===== src/rtl/id_ex_operand_stage.sv =====
// Decode-to-execute register with EX/MEM/WB operand bypass and load-use bubble; bypass network enabled by DECODE_BYPASS_EN.
// Latency: 1 cycle. Backpressure: stall holds, flush/hazard_stall/!valid_D load a bubble; hazard_stall asks decode to hold.
module id_ex_operand_stage #(
  parameter int N = 4,
  parameter int M = 32
) (
  input  logic         clk,
  input  logic         reset,
  input  logic         stall,
  input  logic         flush,
  input  logic         valid_D,
  input  logic [N-1:0] A1_D,
  input  logic [N-1:0] A2_D,
  input  logic [N-1:0] A3_D,
  input  logic [M-1:0] RD1_D,
  input  logic [M-1:0] RD2_D,
  input  logic [M-1:0] imm_D,
  input  logic         reg_write_D,
  input  logic         mem_write_D,
  input  logic         mem_to_reg_D,
  input  logic         alu_src_D,
  input  logic [3:0]   alu_ctrl_D,
  input  logic [3:0]   cond_D,
  input  logic [M-1:0] ex_result,
  input  logic         mem_reg_write,
  input  logic [N-1:0] mem_A3,
  input  logic [M-1:0] mem_result,
  input  logic         wb_reg_write,
  input  logic [N-1:0] wb_A3,
  input  logic [M-1:0] wb_result,
  output logic         valid_E,
  output logic [M-1:0] SrcA_E,
  output logic [M-1:0] WriteData_E,
  output logic [M-1:0] imm_E,
  output logic [N-1:0] A3_E,
  output logic         reg_write_E,
  output logic         mem_write_E,
  output logic         mem_to_reg_E,
  output logic         alu_src_E,
  output logic [3:0]   alu_ctrl_E,
  output logic [3:0]   cond_E,
  output logic [1:0]   fwd_sel_A,
  output logic [1:0]   fwd_sel_B,
  output logic         hazard_stall
);

  localparam logic [N-1:0] PC_REG = '1;

  typedef struct packed {
    logic         valid;
    logic [M-1:0] srca;
    logic [M-1:0] wdata;
    logic [M-1:0] imm;
    logic [N-1:0] a3;
    logic         reg_write;
    logic         mem_write;
    logic         mem_to_reg;
    logic         alu_src;
    logic [3:0]   alu_ctrl;
    logic [3:0]   cond;
    logic [1:0]   fsel_a;
    logic [1:0]   fsel_b;
  } ex_t;

  ex_t q, d;
  logic [1:0] sel_a, sel_b;
  logic [M-1:0] op_a, op_b;
  logic load_use;

  // Only a load in E stalls when the bypass exists; its data arrives via MEM next cycle.
  assign load_use = valid_D & q.valid & q.mem_to_reg & q.reg_write &
                    (((A1_D == q.a3) & (A1_D != PC_REG)) |
                     ((A2_D == q.a3) & (A2_D != PC_REG)));

`ifdef DECODE_BYPASS_EN
  function automatic logic [1:0] fwd_src(input logic [N-1:0] src);
    if (src == PC_REG)
      return 2'd0;
    if (q.valid && q.reg_write && !q.mem_to_reg && q.a3 == src)
      return 2'd1;
    if (mem_reg_write && mem_A3 == src)
      return 2'd2;
    if (wb_reg_write && wb_A3 == src)
      return 2'd3;
    return 2'd0;
  endfunction

  assign sel_a        = fwd_src(A1_D);
  assign sel_b        = fwd_src(A2_D);
  assign hazard_stall = ~reset & load_use;
`else
  function automatic logic raw(input logic [N-1:0] src);
    return (src != PC_REG) &
           ((q.valid & q.reg_write & (q.a3 == src)) |
            (mem_reg_write & (mem_A3 == src)) |
            (wb_reg_write & (wb_A3 == src)));
  endfunction

  // Without bypass, any in-flight writer of a source keeps inserting bubbles until it retires.
  assign sel_a        = 2'd0;
  assign sel_b        = 2'd0;
  assign hazard_stall = ~reset & (load_use | (valid_D & (raw(A1_D) | raw(A2_D))));
`endif

  always_comb begin
    op_a = RD1_D;
    case (sel_a)
      2'd1:    op_a = ex_result;
      2'd2:    op_a = mem_result;
      2'd3:    op_a = wb_result;
      default: op_a = RD1_D;
    endcase
    op_b = RD2_D;
    case (sel_b)
      2'd1:    op_b = ex_result;
      2'd2:    op_b = mem_result;
      2'd3:    op_b = wb_result;
      default: op_b = RD2_D;
    endcase
  end

  always_comb begin
    d = '0;
    if (valid_D && !hazard_stall) begin
      d.valid      = 1'b1;
      d.srca       = op_a;
      d.wdata      = op_b;
      d.imm        = imm_D;
      d.a3         = A3_D;
      d.reg_write  = reg_write_D;
      d.mem_write  = mem_write_D;
      d.mem_to_reg = mem_to_reg_D;
      d.alu_src    = alu_src_D;
      d.alu_ctrl   = alu_ctrl_D;
      d.cond       = cond_D;
      d.fsel_a     = sel_a;
      d.fsel_b     = sel_b;
    end
  end

  always_ff @(posedge clk) begin
    if (reset)
      q <= '0;
    else if (flush)
      q <= '0;
    else if (!stall)
      q <= d;
  end

  assign valid_E      = q.valid;
  assign SrcA_E       = q.srca;
  assign WriteData_E  = q.wdata;
  assign imm_E        = q.imm;
  assign A3_E         = q.a3;
  assign reg_write_E  = q.reg_write;
  assign mem_write_E  = q.mem_write;
  assign mem_to_reg_E = q.mem_to_reg;
  assign alu_src_E    = q.alu_src;
  assign alu_ctrl_E   = q.alu_ctrl;
  assign cond_E       = q.cond;
  assign fwd_sel_A    = q.fsel_a;
  assign fwd_sel_B    = q.fsel_b;

endmodule


===== config.mk =====
export PLATFORM = sky130hd
export DESIGN_NAME = id_ex_operand_stage
export DESIGN_NICKNAME = d
export VERILOG_FILES = /design/src/rtl/id_ex_operand_stage.sv
export SDC_FILE = /design/constraint.sdc
export NUM_CORES = 1
export LEC_CHECK = 0
export CELL_PAD_IN_SITES_DETAIL_PLACEMENT = 0
export CELL_PAD_IN_SITES_GLOBAL_PLACEMENT = 1
export CORE_AREA = 2 2 136 138
export DETAILED_ROUTE_END_ITERATION = 10
export DIE_AREA = 0 0 138 140
export PLACE_DENSITY_LB_ADDON = 0.1
export RECOVER_POWER = 100
export SLEW_MARGIN = 20
export SYNTH_ARGS = -nofsm -noshare
export SYNTH_HDL_FRONTEND = slang
export SYNTH_SLANG_ARGS = --single-unit
export TNS_END_PERCENT = 50

===== constraint.sdc =====
create_clock -name clk -period 5.05 [get_ports clk]
set_clock_uncertainty 0.05 [all_clocks]
set_input_delay 0.7575 -clock clk [delete_from_list [all_inputs] [get_ports clk]]
set_output_delay 0.7575 -clock clk [all_outputs]
set_load 0.02 [all_outputs]

Word-level counts from Yosys, hierarchy flattened
Cells that the tools add are included.
- bits in registers: 117
- input port bits: 231
- output and inout bits: 118
- equality and inequality tests: 10
- bitwise gates (word level): 25
- muxes and demuxes: 1
- reductions and logical operators: 3
- operators by type and width (kind ; number):
    117-bit two-way mux ; 1
    4-bit == test ; 8
    1-bit bitwise AND ; 17
    4-bit inequality test, second input constant ; 2
    1-bit OR ; 7
    2-bit OR reduction ; 1
    1-bit logical AND ; 1
    1-bit zero test ; 1
    1-bit NOT ; 1

Depth between registers and ports, before layout
Gate-level depths: netlist (run 1).
- depth in word-level cells: 12
- mapped depth: 8
- depth with buffers taken out: 5

Worst setup path before layout (run 1)
No wires, ideal clock.
- path kind: input to output
- from: input port A1_D[2]
- to: output port hazard_stall
- arrival: 2.058 ns
- cell stages on the path: 6
- path buffers: 1
- path slack: 2.185 ns
- data required time: 4.243 ns
- cells stage by stage: buf_2 xor2_1 or4_1 o22ai_2 nor3_1 nor2_1
- word-level cells in the longest chain between the ends: 9
- elaborated cells on any way between the ends: 18
- RTL lines (item ; line ; RTL):
    start: declaration ; 12 ; input logic [N-1:0] A1_D,
    4-bit == test, on equally long branches ; 72, 94, 95 ;
    1-bit bitwise AND, on equally long branches ; 94, 95 ;
    1-bit OR ; 94 ; ((q.valid & q.reg_write & (q.a3 == src)) |
    1-bit OR ; 95 ; (mem_reg_write & (mem_A3 == src)) |
    1-bit bitwise AND ; 93 ; return (src != PC_REG) &
    1-bit OR ; 102 ; assign hazard_stall = ~reset & (load_use | (valid_D & (raw(A1_D) | raw(A2_D))));
    1-bit bitwise AND ; 102 ;
    1-bit OR * ; 102 ;
    1-bit bitwise AND * ; 102 ;
    end: declaration ; 44 ; output logic hazard_stall
Every way passes the cells marked *; elsewhere a longest branch is shown, timed or not.

Worst setup path after layout (run 1)
- from: input port A1_D[2]
- to: register q, in the netlist imm_E[15]
- word-level cells in the longest chain between the ends: 12
- elaborated cells on any way between the ends: 21
- RTL lines (item ; line ; RTL):
    4-bit == test, on equally long branches ; 72, 94, 95 ;
    1-bit bitwise AND, on equally long branches ; 94, 95 ;
    1-bit OR ; 94 ;
    1-bit OR ; 95 ;
    1-bit bitwise AND ; 93 ;
    1-bit OR ; 102 ;
    1-bit bitwise AND ; 102 ;
    1-bit OR * ; 102 ;
    1-bit bitwise AND * ; 102 ;
    1-bit zero test * ; 124 ; if (valid_D && !hazard_stall) begin
    1-bit logical AND * ; 124 ;
    117-bit two-way mux * ; 124 ;
    end signal: assignment ; 143 ; q <= '0;
    end signal: assignment ; 145 ; q <= '0;
    end signal: assignment ; 147 ; q <= d;
    end: declaration ; 65 ; ex_t q, d;
Marks and branches as above.
A chain may end at the register's enable or synchronous reset.

==> reports/summary.json, run 1 <==
{
  "run_status": "completed",
  "timing_max_transition_violations_final": 0,
  "io_pins": 349,
  "ys.warnings.count": 0,
  "clk_path_buf_depth": 2,
  "total_overflow_reported_by_the_global_router": 0,
  "dr.first_iter.drc_count": 87,
  "cts_hold_repair.buffers": 0,
  "synth_sequential_area_ratio": 0.590,
  "timing.final.hold_violations": 0,
  "ctsResizeCount": 0,
  "hpwlAfterDp_mm": 8.74,
  "number_of_global_route_vias_before_repair": 3603,
  "clkSlewWorstSetupHoldPaths_ns": 0.06,
  "setup-tns-final_ns": 0,
  "core_region_area_mm2": 0.0178,
  "cellLeakagePower_nw": 3.04,
  "timing.critical_path.to_type": "flip-flop",
  "cts_inserted_buffers": 17,
  "period_share": 0.800,
  "placement.io_buffers": 248,
  "route.detailed.wl_per_inst_um": 15.9,
  "cts_tree": "yes",
  "drive_above_1_share": 0.0649,
  "report.power.total_w": 0.00245,
  "die_outline_area_mm2": 0.0193,
  "cp_data_required_time_ns": 5.35,
  "antenna_cells": 0,
  "synth_area_per_cell_um2": 12.2,
  "htree_num_levels": 4,
  "final.min_clock_period_ns": 4.04,
  "synthesis.instances": 314,
  "die_h_um": 140,
  "grt_setup_unrepaired": "no",
  "fillerInstances": 1705,
  "global_route_wire_length_before_repair_mm": 20.2,
  "row_count": 49,
  "final_core_util": 0.398,
  "final_nets": 788,
  "crit_path_max_fanout": 64,
  "grt_max_degree": 65,
  "yosys_register_bits": 113,
  "clock_sinks": 113,
  "max_stage_delay_ns": 1.17,
  "worstMarginPinSlew_ns": 1.41,
  "cp_num_buf_inv": 2,
  "postCtsSetupRepairBufs": 0,
  "initial_core_utilization": 0.215,
  "setup.worst_path.class": "input port to flip-flop",
  "worst_setup_sp_type": "input port",
  "synth_area_mm2": 0.00383,
  "antenna_left": 0,
  "kind_of_cell_with_the_highest_combined_delay_on_the_critical_path": "buffers and inverters",
  "setup-violations-final": 0,
  "grt_antenna_before_repair": 0,
  "detailroute.via_count": 3486,
  "path_cells": "dlygate4sd3_1 -> nand3_1 -> a21oi_1 -> o22ai_1 -> nor4_1 -> clkbuf_2 -> a22o_1",
  "synth.distinct_cells": 24,
  "worst-endpoint-arrival_ns": 4.34,
  "worst_path_max_delay_cell": "sky130_fd_sc_hd__clkbuf_2",
  "dp_slack_ns": 1.19,
  "vdd_drop_max_mv": 0.217,
  "setup_ws_ns": 1.01,
  "synth_top_cells_by_area": "sky130_fd_sc_hd__dfxtp_1 (59%), sky130_fd_sc_hd__a22o_1 (26%), sky130_fd_sc_hd__xnor2_1 (2.7%), sky130_fd_sc_hd__buf_6 (2.4%), sky130_fd_sc_hd__xor2_1 (1.4%)",
  "final_common_cell": "sky130_fd_sc_hd__clkdlybuf4s50_1",
  "areaGrowthSynthToFinish_pct": 84.6,
  "synthDominantAreaCellType": "sky130_fd_sc_hd__dfxtp_1",
  "globalplace.congestion": 0.766,
  "p_per_area_mw_per_mm2": 347,
  "viasPerCell": 4.36,
  "layout_common_cells": "sky130_fd_sc_hd__clkdlybuf4s50_1 (133), sky130_fd_sc_hd__dlygate4sd3_1 (115), sky130_fd_sc_hd__dfxtp_1 (113), sky130_fd_sc_hd__a22o_1 (112), sky130_fd_sc_hd__clkbuf_16 (17)",
  "drc_errors_left": 0,
  "netlist.area_leader.share": 0.590,
  "grt_use_total": 0.133,
  "relative_max_transition_margin": 0.0591,
  "first_pass_iters": 4,
  "die_boundary_width_um": 138,
  "clock_latency_reported_for_the_late_side_of_the_worst_skew_pair_ns": 0.40,
  "clock_tree.root_cell": "sky130_fd_sc_hd__clkbuf_16",
  "max_capacitance_violation_total": 0,
  "route.final.wire_length_mm": 12.7,
  "worstHoldPathType": "flip-flop to flip-flop",
  "max_freq_mhz": 247
}
## final cells by class
| class | count | area (um2) | area share |
|---|---|---|---|
| tap | 229 | 287 | 0.0405 |
| clock buffer | 18 | 439 | 0.0621 |
| clock inverter | 14 | 201 | 0.0285 |
| sequential | 113 | 2260 | 0.320 |
| timing repair buffer | 252 | 2510 | 0.355 |
| multi-input combinational | 173 | 1370 | 0.194 |
## synthesized netlist by cell type
library cell and n:
sky130_fd_sc_hd__a22o_1 112, sky130_fd_sc_hd__o22ai_1 2, sky130_fd_sc_hd__nand4_1 4, sky130_fd_sc_hd__nor4_2 1, sky130_fd_sc_hd__buf_4 4, sky130_fd_sc_hd__and2_1 6
sky130_fd_sc_hd__xnor2_1 12, sky130_fd_sc_hd__conb_1 1, sky130_fd_sc_hd__buf_6 8, sky130_fd_sc_hd__nor3b_1 1, sky130_fd_sc_hd__a21oi_1 6, sky130_fd_sc_hd__a21o_1 1
sky130_fd_sc_hd__clkbuf_1 13, sky130_fd_sc_hd__nand2_1 1, sky130_fd_sc_hd__nor3_1 1, sky130_fd_sc_hd__xor2_1 6, sky130_fd_sc_hd__or3_1 1, sky130_fd_sc_hd__nand3_1 4
sky130_fd_sc_hd__nand2b_1 1, sky130_fd_sc_hd__nor2_1 7, sky130_fd_sc_hd__dfxtp_1 113, sky130_fd_sc_hd__buf_2 6, sky130_fd_sc_hd__or4_1 2, sky130_fd_sc_hd__o22ai_2 1
## metrics by stage
step           area (um2)  hold WS [ns]  instances
3_5_place_dp         6460         0.406        767
6_report             7070         0.414        799
2_1_floorplan        3840         0.534        317
3_3_place_gp         6460         0.405        767
4_1_cts              7100         0.425        799
5_1_grt              7070         0.431        799
## worst paths after layout
kind	startpoint	to	slack [ns]	depth (start not counted)
worst min-delay path	imm_E[16]	imm_E[16]	0.41	1
worst min register to register	imm_E[16]	imm_E[16]	0.41	1
worst max register to register	A3_E[3]	imm_E[15]	1.63	6
worst max-delay path	A1_D[2]	imm_E[15]	1.01	7
## logic make-up (layout without fill, tap and decap cells)
logic type | Yosys count | in the layout | share of synthesized area
flip-flops | 113 | 113 | 0.590
other | 1 | 4 | 0.000979
AND/OR/NAND/NOR | 29 | 29 | 0.0431
XOR/XNOR | 18 | 18 | 0.0411
AO/OA/AOI/OAI | 122 | 122 | 0.272
buffers and inverters | 31 | 284 | 0.0519
## sequential cells by signal, indices dropped and copies added, names as in the netlist
name          flops
SrcA_E           32
WriteData_E      32
imm_E            32
A3_E              4
alu_ctrl_E        4
cond_E            4
alu_src_E         1
mem_to_reg_E      1
mem_write_E       1
reg_write_E       1
valid_E           1
## per-layer routing
layer	global-route usage	vias to the layer above	routed length (um)
li1	-	1675	-
met3	0.0752	16	1420
met1	0.166	1611	5630
met4	0.0521	0	238
met5	0	-	0
met2	0.190	184	5390
## worst register-to-register path, cell delays in order (launching register included)
cell and delay (ns):
sky130_fd_sc_hd__dfxtp_1 0.45, sky130_fd_sc_hd__xor2_1 0.18, sky130_fd_sc_hd__or4_1 0.13, sky130_fd_sc_hd__o22ai_1 0.09, sky130_fd_sc_hd__nor4_1 0.94, sky130_fd_sc_hd__clkbuf_2 1.17
sky130_fd_sc_hd__a22o_1 0.35
## power breakdown
group	internal, W	total, W	switching (W)	leakage (nW)
registers	0.000912	0.000922	0.0000103	0.915
clock network	0.000846	0.00130	0.000450	0.308
logic	0.000143	0.000234	0.0000905	1.82
total	0.00190	0.00245	0.000551	3.04
(Power assumes the default switching activity.)
==> run 2: changes to the inputs <==
--- a/config.mk
+++ b/config.mk
@@ -7,9 +7,9 @@
 export LEC_CHECK = 0
 export CELL_PAD_IN_SITES_DETAIL_PLACEMENT = 0
 export CELL_PAD_IN_SITES_GLOBAL_PLACEMENT = 1
-export CORE_AREA = 2 2 136 138
+export CORE_MARGIN = 2
+export CORE_UTILIZATION = 21
 export DETAILED_ROUTE_END_ITERATION = 10
-export DIE_AREA = 0 0 138 140
 export PLACE_DENSITY_LB_ADDON = 0.1
 export RECOVER_POWER = 100
 export SLEW_MARGIN = 20
==> constraint.sdc (replaced) <==
create_clock -name clk -period 3.95 [get_ports clk]
set_clock_uncertainty 0.05 [all_clocks]
set_input_delay 0.5925 -clock clk [delete_from_list [all_inputs] [get_ports clk]]
set_output_delay 0.5925 -clock clk [all_outputs]
set_load 0.02 [all_outputs]
==> reports/summary.json, run 2 (synthesized netlist as in run 1, its figures left out) <==
{
  "clk_path_buf_depth": {"value": 2, "change": "unchanged"},
  "max_stage_delay": {"value": 0.69, "unit": "ns", "change": "was 1.17 ns"},
  "worst_setup_sp_type": {"value": "input port", "change": "unchanged"},
  "clock_tree.root_cell": {"value": "sky130_fd_sc_hd__clkbuf_16", "change": "unchanged"},
  "hpwlAfterDp": {"value": 8.70, "unit": "mm", "change": "was 8.74 mm"},
  "viasPerCell": {"value": 4.36, "change": "about the same"},
  "setup-violations-final": {"value": 0, "change": "unchanged"},
  "initial_core_utilization": {"value": 0.214, "change": "was 0.215"},
  "htree_num_levels": {"value": 4, "change": "unchanged"},
  "core_region_area": {"value": 0.0179, "unit": "mm2", "change": "was 0.0178 mm2"},
  "path_cells": {"value": "clkdlybuf4s50_1 -> xor2_1 -> or4_1 -> o22ai_2 -> nor3_1 -> nor2_1 -> dlygate4sd3_1", "change": "was dlygate4sd3_1 -> nand3_1 -> a21oi_1 -> o22ai_1 -> nor4_1 -> clkbuf_2 -> a22o_1"},
  "cp_num_buf_inv": {"value": 2, "change": "unchanged"},
  "worstHoldPathType": {"value": "flip-flop to flip-flop", "change": "unchanged"},
  "route.final.wire_length": {"value": 12.7, "unit": "mm", "change": "about the same"},
  "layout_common_cells": {"value": "sky130_fd_sc_hd__clkdlybuf4s50_1 (133), sky130_fd_sc_hd__dlygate4sd3_1 (115), sky130_fd_sc_hd__dfxtp_1 (113), sky130_fd_sc_hd__a22o_1 (112), sky130_fd_sc_hd__clkbuf_16 (17)", "change": "unchanged"},
  "global_route_wire_length_before_repair": {"value": 19.8, "unit": "mm", "change": "was 20.2 mm"},
  "setup-tns-final": {"value": 0, "unit": "ns", "change": "unchanged"},
  "die_h": {"value": 139, "unit": "um", "change": "was 140 um"},
  "cp_data_required_time": {"value": 3.31, "unit": "ns", "change": "was 5.35 ns"},
  "grt_antenna_before_repair": {"value": 0, "change": "unchanged"},
  "total_overflow_reported_by_the_global_router": {"value": 0, "change": "unchanged"},
  "antenna_cells": {"value": 0, "change": "unchanged"},
  "areaGrowthSynthToFinish": {"value": 84.6, "unit": "%", "change": "about the same"},
  "cts_tree": {"value": "yes", "change": "unchanged"},
  "first_pass_iters": {"value": 4, "change": "unchanged"},
  "number_of_global_route_vias_before_repair": {"value": 3633, "change": "was 3603"},
  "drive_above_1_share": {"value": 0.0615, "change": "was 0.0649"},
  "p_per_area": {"value": 427, "unit": "mW/mm2", "change": "was 347 mW/mm2"},
  "timing.final.hold_violations": {"value": 0, "change": "unchanged"},
  "final_nets": {"value": 788, "change": "unchanged"},
  "max_capacitance_violation_total": {"value": 0, "change": "unchanged"},
  "fillerInstances": {"value": 1709, "change": "was 1705"},
  "dr.first_iter.drc_count": {"value": 149, "change": "was 87"},
  "globalplace.congestion": {"value": 0.721, "change": "was 0.766"},
  "run_status": {"value": "completed", "change": "unchanged"},
  "vdd_drop_max": {"value": 0.279, "unit": "mV", "change": "was 0.217 mV"},
  "die_boundary_width": {"value": 139, "unit": "um", "change": "was 138 um"},
  "die_outline_area": {"value": 0.0193, "unit": "mm2", "change": "about the same"},
  "grt_use_total": {"value": 0.130, "change": "was 0.133"},
  "clkSlewWorstSetupHoldPaths": {"value": 0.05, "unit": "ns", "change": "was 0.06 ns"},
  "grt_setup_unrepaired": {"value": "no", "change": "unchanged"},
  "drc_errors_left": {"value": 0, "change": "unchanged"},
  "worst_path_max_delay_cell": {"value": "sky130_fd_sc_hd__dlygate4sd3_1", "change": "was sky130_fd_sc_hd__clkbuf_2"},
  "ctsResizeCount": {"value": 0, "change": "unchanged"},
  "postCtsSetupRepairBufs": {"value": 0, "change": "unchanged"},
  "worstMarginPinSlew": {"value": 0.674, "unit": "ns", "change": "was 1.41 ns"},
  "row_count": {"value": 49, "change": "unchanged"},
  "timing.critical_path.to_type": {"value": "output port", "change": "was flip-flop"},
  "io_pins": {"value": 349, "change": "unchanged"},
  "worst-endpoint-arrival": {"value": 2.97, "unit": "ns", "change": "was 4.34 ns"},
  "antenna_left": {"value": 0, "change": "unchanged"},
  "cts_hold_repair.buffers": {"value": 0, "change": "unchanged"},
  "post_dp_area": {"value": 0.00648, "unit": "mm2", "change": "was 0.00646 mm2"},
  "crit_path_max_fanout": {"value": 5, "change": "was 64"},
  "period_share": 0.914,
  "max_freq_mhz": 277,
  "placement.io_buffers": {"value": 248, "change": "unchanged"},
  "route.detailed.wl_per_inst": {"value": 15.9, "unit": "um", "change": "about the same"},
  "relative_max_transition_margin": {"value": 0.550, "change": "was 0.0591"},
  "cellLeakagePower": {"value": 3.03, "unit": "nW", "change": "was 3.04 nW"},
  "final_common_cell": {"value": "sky130_fd_sc_hd__clkdlybuf4s50_1", "change": "unchanged"},
  "design_area": {"value": 0.00707, "unit": "mm2", "change": "about the same"},
  "timing_max_transition_violations_final": {"value": 0, "change": "unchanged"},
  "final.min_clock_period_ns": 3.61,
  "grt_max_degree": {"value": 93, "change": "was 65"},
  "setup.worst_path.class": {"value": "input port to output port", "change": "was input port to flip-flop"},
  "clock_latency_reported_for_the_late_side_of_the_worst_skew_pair": {"value": 0.40, "unit": "ns", "change": "about the same"},
  "detailroute.via_count": {"value": 3480, "change": "was 3486"},
  "kind_of_cell_with_the_highest_combined_delay_on_the_critical_path": {"value": "buffers and inverters", "change": "unchanged"},
  "cts_inserted_buffers": {"value": 17, "change": "unchanged"},
  "clock_sinks": {"value": 113, "change": "unchanged"}
}
-- run 2: changes by cell type in the layout (fill, tap and decap cells not counted), sizes merged --
| cell | before | now |
|---|---|---|
| clkbuf | 20 | 22 |
| bufinv | 4 | 3 |
| inv | 4 | 1 |
| buf | 2 | 3 |
-- run 2: worst paths after layout --
| check | from | to | slack (ns) | cells past startpoint |
|---|---|---|---|---|
| worst max-delay path | A1_D[2] | hazard_stall | 0.34 | 7 |
| worst min-delay path | SrcA_E[17] | SrcA_E[17] | 0.41 | 1 |
| worst max register to register | A3_E[2] | SrcA_E[15] | 1.06 | 7 |
| worst min register to register | SrcA_E[17] | SrcA_E[17] | 0.41 | 1 |
-- run 2: metrics by stage --
step | total power [W] | hold slack (ns) | utilization | std cells | setup slack (ns)
2_1_floorplan | 0.00131 | 0.534 | - | 317 | 1.41
3_3_place_gp | 0.00151 | 0.405 | 0.362 | 766 | 0.306
3_5_place_dp | 0.00152 | 0.404 | 0.362 | 767 | 0.378
4_1_cts | 0.00310 | 0.423 | 0.395 | 798 | 0.381
5_1_grt | 0.00315 | 0.426 | 0.395 | 798 | 0.222
6_report | 0.00302 | 0.412 | 0.395 | 798 | 0.341
-- run 2: where the power goes --
part	switching, W	total [W]	internal (W)
Combinational	0.000117	0.000302	0.000185
Sequential	0.0000131	0.00118	0.00117
Clock	0.000521	0.00154	0.00102
Total	0.000651	0.00302	0.00237
-- run 2: area by class of cell --
type | instances | area (um2) | share of cell area
Multi-Input combinational cell | 173 | 1400 | 0.197
Sequential cell | 113 | 2260 | 0.320
Tap cell | 229 | 287 | 0.0405
Timing Repair Buffer | 252 | 2530 | 0.358
Clock buffer | 21 | 460 | 0.0651
Clock inverter | 10 | 134 | 0.0189
-- run 2: metal layers --
layer	vias up	global-route usage	wire [um]
li1	1679	-	-
met1	1607	0.158	5590
met2	181	0.195	5600
met3	13	0.0666	1300
met4	0	0.0542	174
met5	-	0	0
==> run 3: changes to the inputs <==
--- a/config.mk
+++ b/config.mk
@@ -5,10 +5,11 @@
 export SDC_FILE = /design/constraint.sdc
 export NUM_CORES = 1
 export LEC_CHECK = 0
+export ABC_AREA = 1
 export CELL_PAD_IN_SITES_DETAIL_PLACEMENT = 0
 export CELL_PAD_IN_SITES_GLOBAL_PLACEMENT = 1
 export CORE_MARGIN = 2
-export CORE_UTILIZATION = 21
+export CORE_UTILIZATION = 24
 export DETAILED_ROUTE_END_ITERATION = 10
 export PLACE_DENSITY_LB_ADDON = 0.1
 export RECOVER_POWER = 100
==> reports/summary.json, run 3 <==
{
  "core_region_area": {"value": 0.0211, "unit": "mm2", "change": "was 0.0179 mm2"},
  "areaGrowthSynthToFinish": {"value": 57.1, "unit": "%", "change": "was 84.6%"},
  "cts_inserted_buffers": {"value": 17, "change": "unchanged"},
  "cellLeakagePower": {"value": 3.19, "unit": "nW", "change": "was 3.03 nW"},
  "route.detailed.wl_per_inst": {"value": 15.8, "unit": "um", "change": "was 15.9 um"},
  "grt_max_degree": {"value": 114, "change": "was 93"},
  "cts_hold_repair.buffers": {"value": 0, "change": "unchanged"},
  "yosys.cell_count.top_type": {"value": "sky130_fd_sc_hd__nand2_1", "change": "was sky130_fd_sc_hd__dfxtp_1"},
  "detailroute.via_count": {"value": 5019, "change": "was 3480"},
  "report.power.total": {"value": 0.00319, "unit": "W", "change": "was 0.00302 W"},
  "timing_max_transition_violations_final": {"value": 0, "change": "unchanged"},
  "setup-tns-final": {"value": 0, "unit": "ns", "change": "unchanged"},
  "die_boundary_width": {"value": 151, "unit": "um", "change": "was 139 um"},
  "ys.warnings.count": {"value": 0, "change": "unchanged"},
  "synth_sequential_area_ratio": {"value": 0.438, "change": "was 0.590"},
  "first_pass_iters": {"value": 4, "change": "unchanged"},
  "clock_sinks": {"value": 113, "change": "unchanged"},
  "worstHoldPathType": {"value": "flip-flop to flip-flop", "change": "unchanged"},
  "p_per_area": {"value": 393, "unit": "mW/mm2", "change": "was 427 mW/mm2"},
  "clkSlewWorstSetupHoldPaths": {"value": 0.05, "unit": "ns", "change": "about the same"},
  "cts_tree": {"value": "yes", "change": "unchanged"},
  "synth_top_cells_by_area": {"value": "sky130_fd_sc_hd__dfxtp_1 (44%), sky130_fd_sc_hd__nand2_1 (13%), sky130_fd_sc_hd__nand3_2 (12%), sky130_fd_sc_hd__a21oi_2 (10%), sky130_fd_sc_hd__nand3_1 (5.8%)", "change": "was sky130_fd_sc_hd__dfxtp_1 (59%), sky130_fd_sc_hd__a22o_1 (26%), sky130_fd_sc_hd__xnor2_1 (2.7%), sky130_fd_sc_hd__buf_6 (2.4%), sky130_fd_sc_hd__xor2_1 (1.4%)"},
  "yosys_register_bits": {"value": 113, "change": "unchanged"},
  "placement.io_buffers": {"value": 248, "change": "unchanged"},
  "final_common_cell": {"value": "sky130_fd_sc_hd__nand2_1", "change": "was sky130_fd_sc_hd__clkdlybuf4s50_1"},
  "met1_usage": {"value": 0.181, "change": "was 0.158"},
  "grt_use_total": {"value": 0.155, "change": "was 0.130"},
  "worst_setup_sp_type": {"value": "input port", "change": "unchanged"},
  "timing.critical_path.to_type": {"value": "output port", "change": "unchanged"},
  "worst-endpoint-arrival": {"value": 2.87, "unit": "ns", "change": "was 2.97 ns"},
  "max_capacitance_violation_total": {"value": 0, "change": "unchanged"},
  "io_pins": {"value": 349, "change": "unchanged"},
  "clock_tree.root_cell": {"value": "sky130_fd_sc_hd__clkbuf_16", "change": "unchanged"},
  "dp_slack": {"value": 0.560, "unit": "ns", "change": "was 0.378 ns"},
  "design_area": {"value": 0.00811, "unit": "mm2", "change": "was 0.00707 mm2"},
  "synth_enable_flop_cells": {"value": 0, "change": "unchanged"},
  "timing.final.hold_violations": {"value": 0, "change": "unchanged"},
  "reg2reg_from": {"value": "A3_E[0]", "change": "was A3_E[2]"},
  "die_h": {"value": 151, "unit": "um", "change": "was 139 um"},
  "grt.met2_usage": {"value": 0.246, "change": "was 0.195"},
  "setup-violations-final": {"value": 0, "change": "unchanged"},
  "worstSetupStartpoint": {"value": "A1_D[1]", "change": "was A1_D[2]"},
  "gr-max-usage-layer": {"value": "met2", "change": "unchanged"},
  "total_overflow_reported_by_the_global_router": {"value": 0, "change": "unchanged"},
  "globalplace.congestion": {"value": 0.756, "change": "was 0.721"},
  "hold_start": {"value": "SrcA_E[8]", "change": "was SrcA_E[17]"},
  "drive_above_1_share": {"value": 0.121, "change": "was 0.0615"},
  "row_count": {"value": 53, "change": "was 49"},
  "synthesis.instances": {"value": 621, "change": "was 314"},
  "grt_antenna_before_repair": {"value": 1, "change": "was 0"},
  "viasPerCell": {"value": 4.44, "change": "was 4.36"},
  "run_status": {"value": "completed", "change": "unchanged"},
  "synthDominantAreaCellType": {"value": "sky130_fd_sc_hd__dfxtp_1", "change": "unchanged"},
  "final_nets": {"value": 1074, "change": "was 788"},
  "number_of_global_route_vias_before_repair": {"value": 5049, "change": "was 3633"},
  "ctsResizeCount": {"value": 0, "change": "unchanged"},
  "initial_core_utilization": {"value": 0.245, "change": "was 0.214"},
  "global_route.usage.met3": {"value": 0.0782, "change": "was 0.0666"},
  "synth_area_per_cell": {"value": 8.31, "unit": "um2", "change": "was 12.2 um2"},
  "post_synth_most_frequent_cells": {"value": "sky130_fd_sc_hd__nand2_1 (172), sky130_fd_sc_hd__dfxtp_1 (113), sky130_fd_sc_hd__a21oi_2 (60), sky130_fd_sc_hd__nand3_1 (60), sky130_fd_sc_hd__nand3_2 (60)", "change": "was sky130_fd_sc_hd__dfxtp_1 (113), sky130_fd_sc_hd__a22o_1 (112), sky130_fd_sc_hd__clkbuf_1 (13)"},
  "vdd_drop_max": {"value": 0.276, "unit": "mV", "change": "was 0.279 mV"},
  "fillerInstances": {"value": 2189, "change": "was 1709"},
  "crit_path_max_fanout": {"value": 5, "change": "unchanged"},
  "layout_common_cells": {"value": "sky130_fd_sc_hd__nand2_1 (172), sky130_fd_sc_hd__clkdlybuf4s50_1 (132), sky130_fd_sc_hd__dlygate4sd3_1 (115), sky130_fd_sc_hd__dfxtp_1 (113), sky130_fd_sc_hd__nand3_1 (92)", "change": "was sky130_fd_sc_hd__clkdlybuf4s50_1 (133), sky130_fd_sc_hd__dlygate4sd3_1 (115), sky130_fd_sc_hd__dfxtp_1 (113), sky130_fd_sc_hd__a22o_1 (112), sky130_fd_sc_hd__clkbuf_16 (17)"},
  "htree_num_levels": {"value": 4, "change": "unchanged"},
  "clk_path_buf_depth": {"value": 2, "change": "unchanged"},
  "period_share": {"value": 0.889, "change": "was 0.914"},
  "clock_latency_reported_for_the_late_side_of_the_worst_skew_pair": {"value": 0.41, "unit": "ns", "change": "was 0.40 ns"},
  "post_dp_area": {"value": 0.00776, "unit": "mm2", "change": "was 0.00648 mm2"},
  "netlist.area_leader.share": {"value": 0.438, "change": "was 0.590"},
  "relative_max_transition_margin": {"value": 0.00289, "change": "was 0.550"},
  "yosys_most_used_dff": {"value": "sky130_fd_sc_hd__dfxtp_1", "change": "unchanged"},
  "setup.worst_path.class": {"value": "input port to output port", "change": "unchanged"},
  "route.final.wire_length": {"value": 17.9, "unit": "mm", "change": "was 12.7 mm"},
  "die_outline_area": {"value": 0.0227, "unit": "mm2", "change": "was 0.0193 mm2"},
  "synth.distinct_cells": {"value": 19, "change": "was 24"},
  "async_flop_share": {"value": 0, "change": "unchanged"},
  "setup_ws": {"value": 0.439, "unit": "ns", "change": "was 0.341 ns"},
  "drc_errors_left": {"value": 0, "change": "unchanged"},
  "dr.first_iter.drc_count": {"value": 149, "change": "unchanged"},
  "grt_setup_unrepaired": {"value": "no", "change": "unchanged"},
  "worstMarginPinSlew": {"value": 1.50, "unit": "ns", "change": "was 0.674 ns"},
  "hpwlAfterDp": {"value": 11.8, "unit": "mm", "change": "was 8.70 mm"},
  "cp_data_required_time": {"value": 3.31, "unit": "ns", "change": "about the same"},
  "global_route_wire_length_before_repair": {"value": 27.2, "unit": "mm", "change": "was 19.8 mm"},
  "final.min_clock_period": {"value": 3.51, "unit": "ns", "change": "was 3.61 ns"},
  "postCtsSetupRepairBufs": {"value": 0, "change": "unchanged"},
  "antenna_left": {"value": 0, "change": "unchanged"},
  "synth_area": {"value": 0.00516, "unit": "mm2", "change": "was 0.00383 mm2"},
  "antenna_cells": {"value": 0, "change": "unchanged"},
  "holdWs": {"value": 0.410, "unit": "ns", "change": "was 0.412 ns"},
  "max_freq": {"value": 285, "unit": "MHz", "change": "was 277 MHz"}
}
-- run 3: cell count changes in the layout (fill, tap and decap cells not counted), moves of 10 or more --
cell / previous run / this run
sky130_fd_sc_hd__nand3_2: 0 / 28
sky130_fd_sc_hd__nand3_1: 4 / 92
sky130_fd_sc_hd__inv_1: 0 / 21
sky130_fd_sc_hd__a21oi_2: 0 / 34
sky130_fd_sc_hd__a21oi_1: 6 / 79
sky130_fd_sc_hd__a22o_1: 112 / 0
sky130_fd_sc_hd__nand2_1: 1 / 172
sky130_fd_sc_hd__nor2_1: 7 / 17
-- run 3: per-layer routing --
metal / vias to the layer above / routed length [um]
met5: - / 13
met1: 2332 / 7360
li1: 2494 / -
met4: 2 / 307
met2: 170 / 8390
met3: 21 / 1800
-- run 3: cell type report --
| class | count | area [um2] | share of cell area |
|---|---|---|---|
| clock inverters | 14 | 178 | 0.0219 |
| inverters | 21 | 78.8 | 0.00972 |
| flip-flops and latches | 113 | 2260 | 0.279 |
| clock buffers | 18 | 439 | 0.0542 |
| repair buffers | 254 | 2560 | 0.316 |
| multi-input cells | 436 | 2240 | 0.277 |
| well taps | 275 | 344 | 0.0424 |
-- run 3: final timing paths --
| path | endpoint | slack [ns] | cells after the start |
|---|---|---|---|
| max | hazard_stall | 0.44 | 12 |
| min | SrcA_E[8] | 0.41 | 2 |
| max reg2reg | imm_E[6] | 1.08 | 11 |
| min reg2reg | SrcA_E[8] | 0.41 | 2 |
-- run 3: critical path, cell delays in order --
cell and delay (ns):
sky130_fd_sc_hd__dlygate4sd3_1 0.67, sky130_fd_sc_hd__inv_1 0.11, sky130_fd_sc_hd__nand2_1 0.08, sky130_fd_sc_hd__nand2_1 0.05, sky130_fd_sc_hd__nor2_1 0.17, sky130_fd_sc_hd__nand3_1 0.09, sky130_fd_sc_hd__nand3_1 0.08, sky130_fd_sc_hd__nand2_1 0.06
sky130_fd_sc_hd__nand2_1 0.13, sky130_fd_sc_hd__nand2_4 0.07, sky130_fd_sc_hd__inv_1 0.05, sky130_fd_sc_hd__dlygate4sd3_1 0.71
-- run 3: logic make-up (layout without fill, tap and decap cells) --
| kind of cell | Yosys count | count (layout) | synth area share |
|---|---|---|---|
| and+or+nand+nor | 314 | 314 | 0.318 |
| AOI/OAI and AO/OA | 114 | 114 | 0.154 |
| DFF | 113 | 113 | 0.438 |
| buffers and inverters | 75 | 307 | 0.0824 |
| xor gates and xnor gates | 4 | 4 | 0.00679 |
| other | 1 | 4 | 0.000727 |
-- run 3: where the power goes --
| part | total (W) | leakage [nW] | switching (W) | internal (W) |
|---|---|---|---|---|
| Clock | 0.00161 | 0.290 | 0.000593 | 0.00102 |
| Combinational | 0.000401 | 1.99 | 0.000201 | 0.000200 |
| Sequential | 0.00118 | 0.915 | 0.0000119 | 0.00116 |
| Total | 0.00319 | 3.19 | 0.000806 | 0.00238 |
-- run 3: through the flow --
step                      cells   util
final                      1131  0.384
after global routing       1131  0.384
after CTS                  1131  0.397
after global placement     1099  0.368
after floorplan             624      -
after detailed placement   1099  0.368
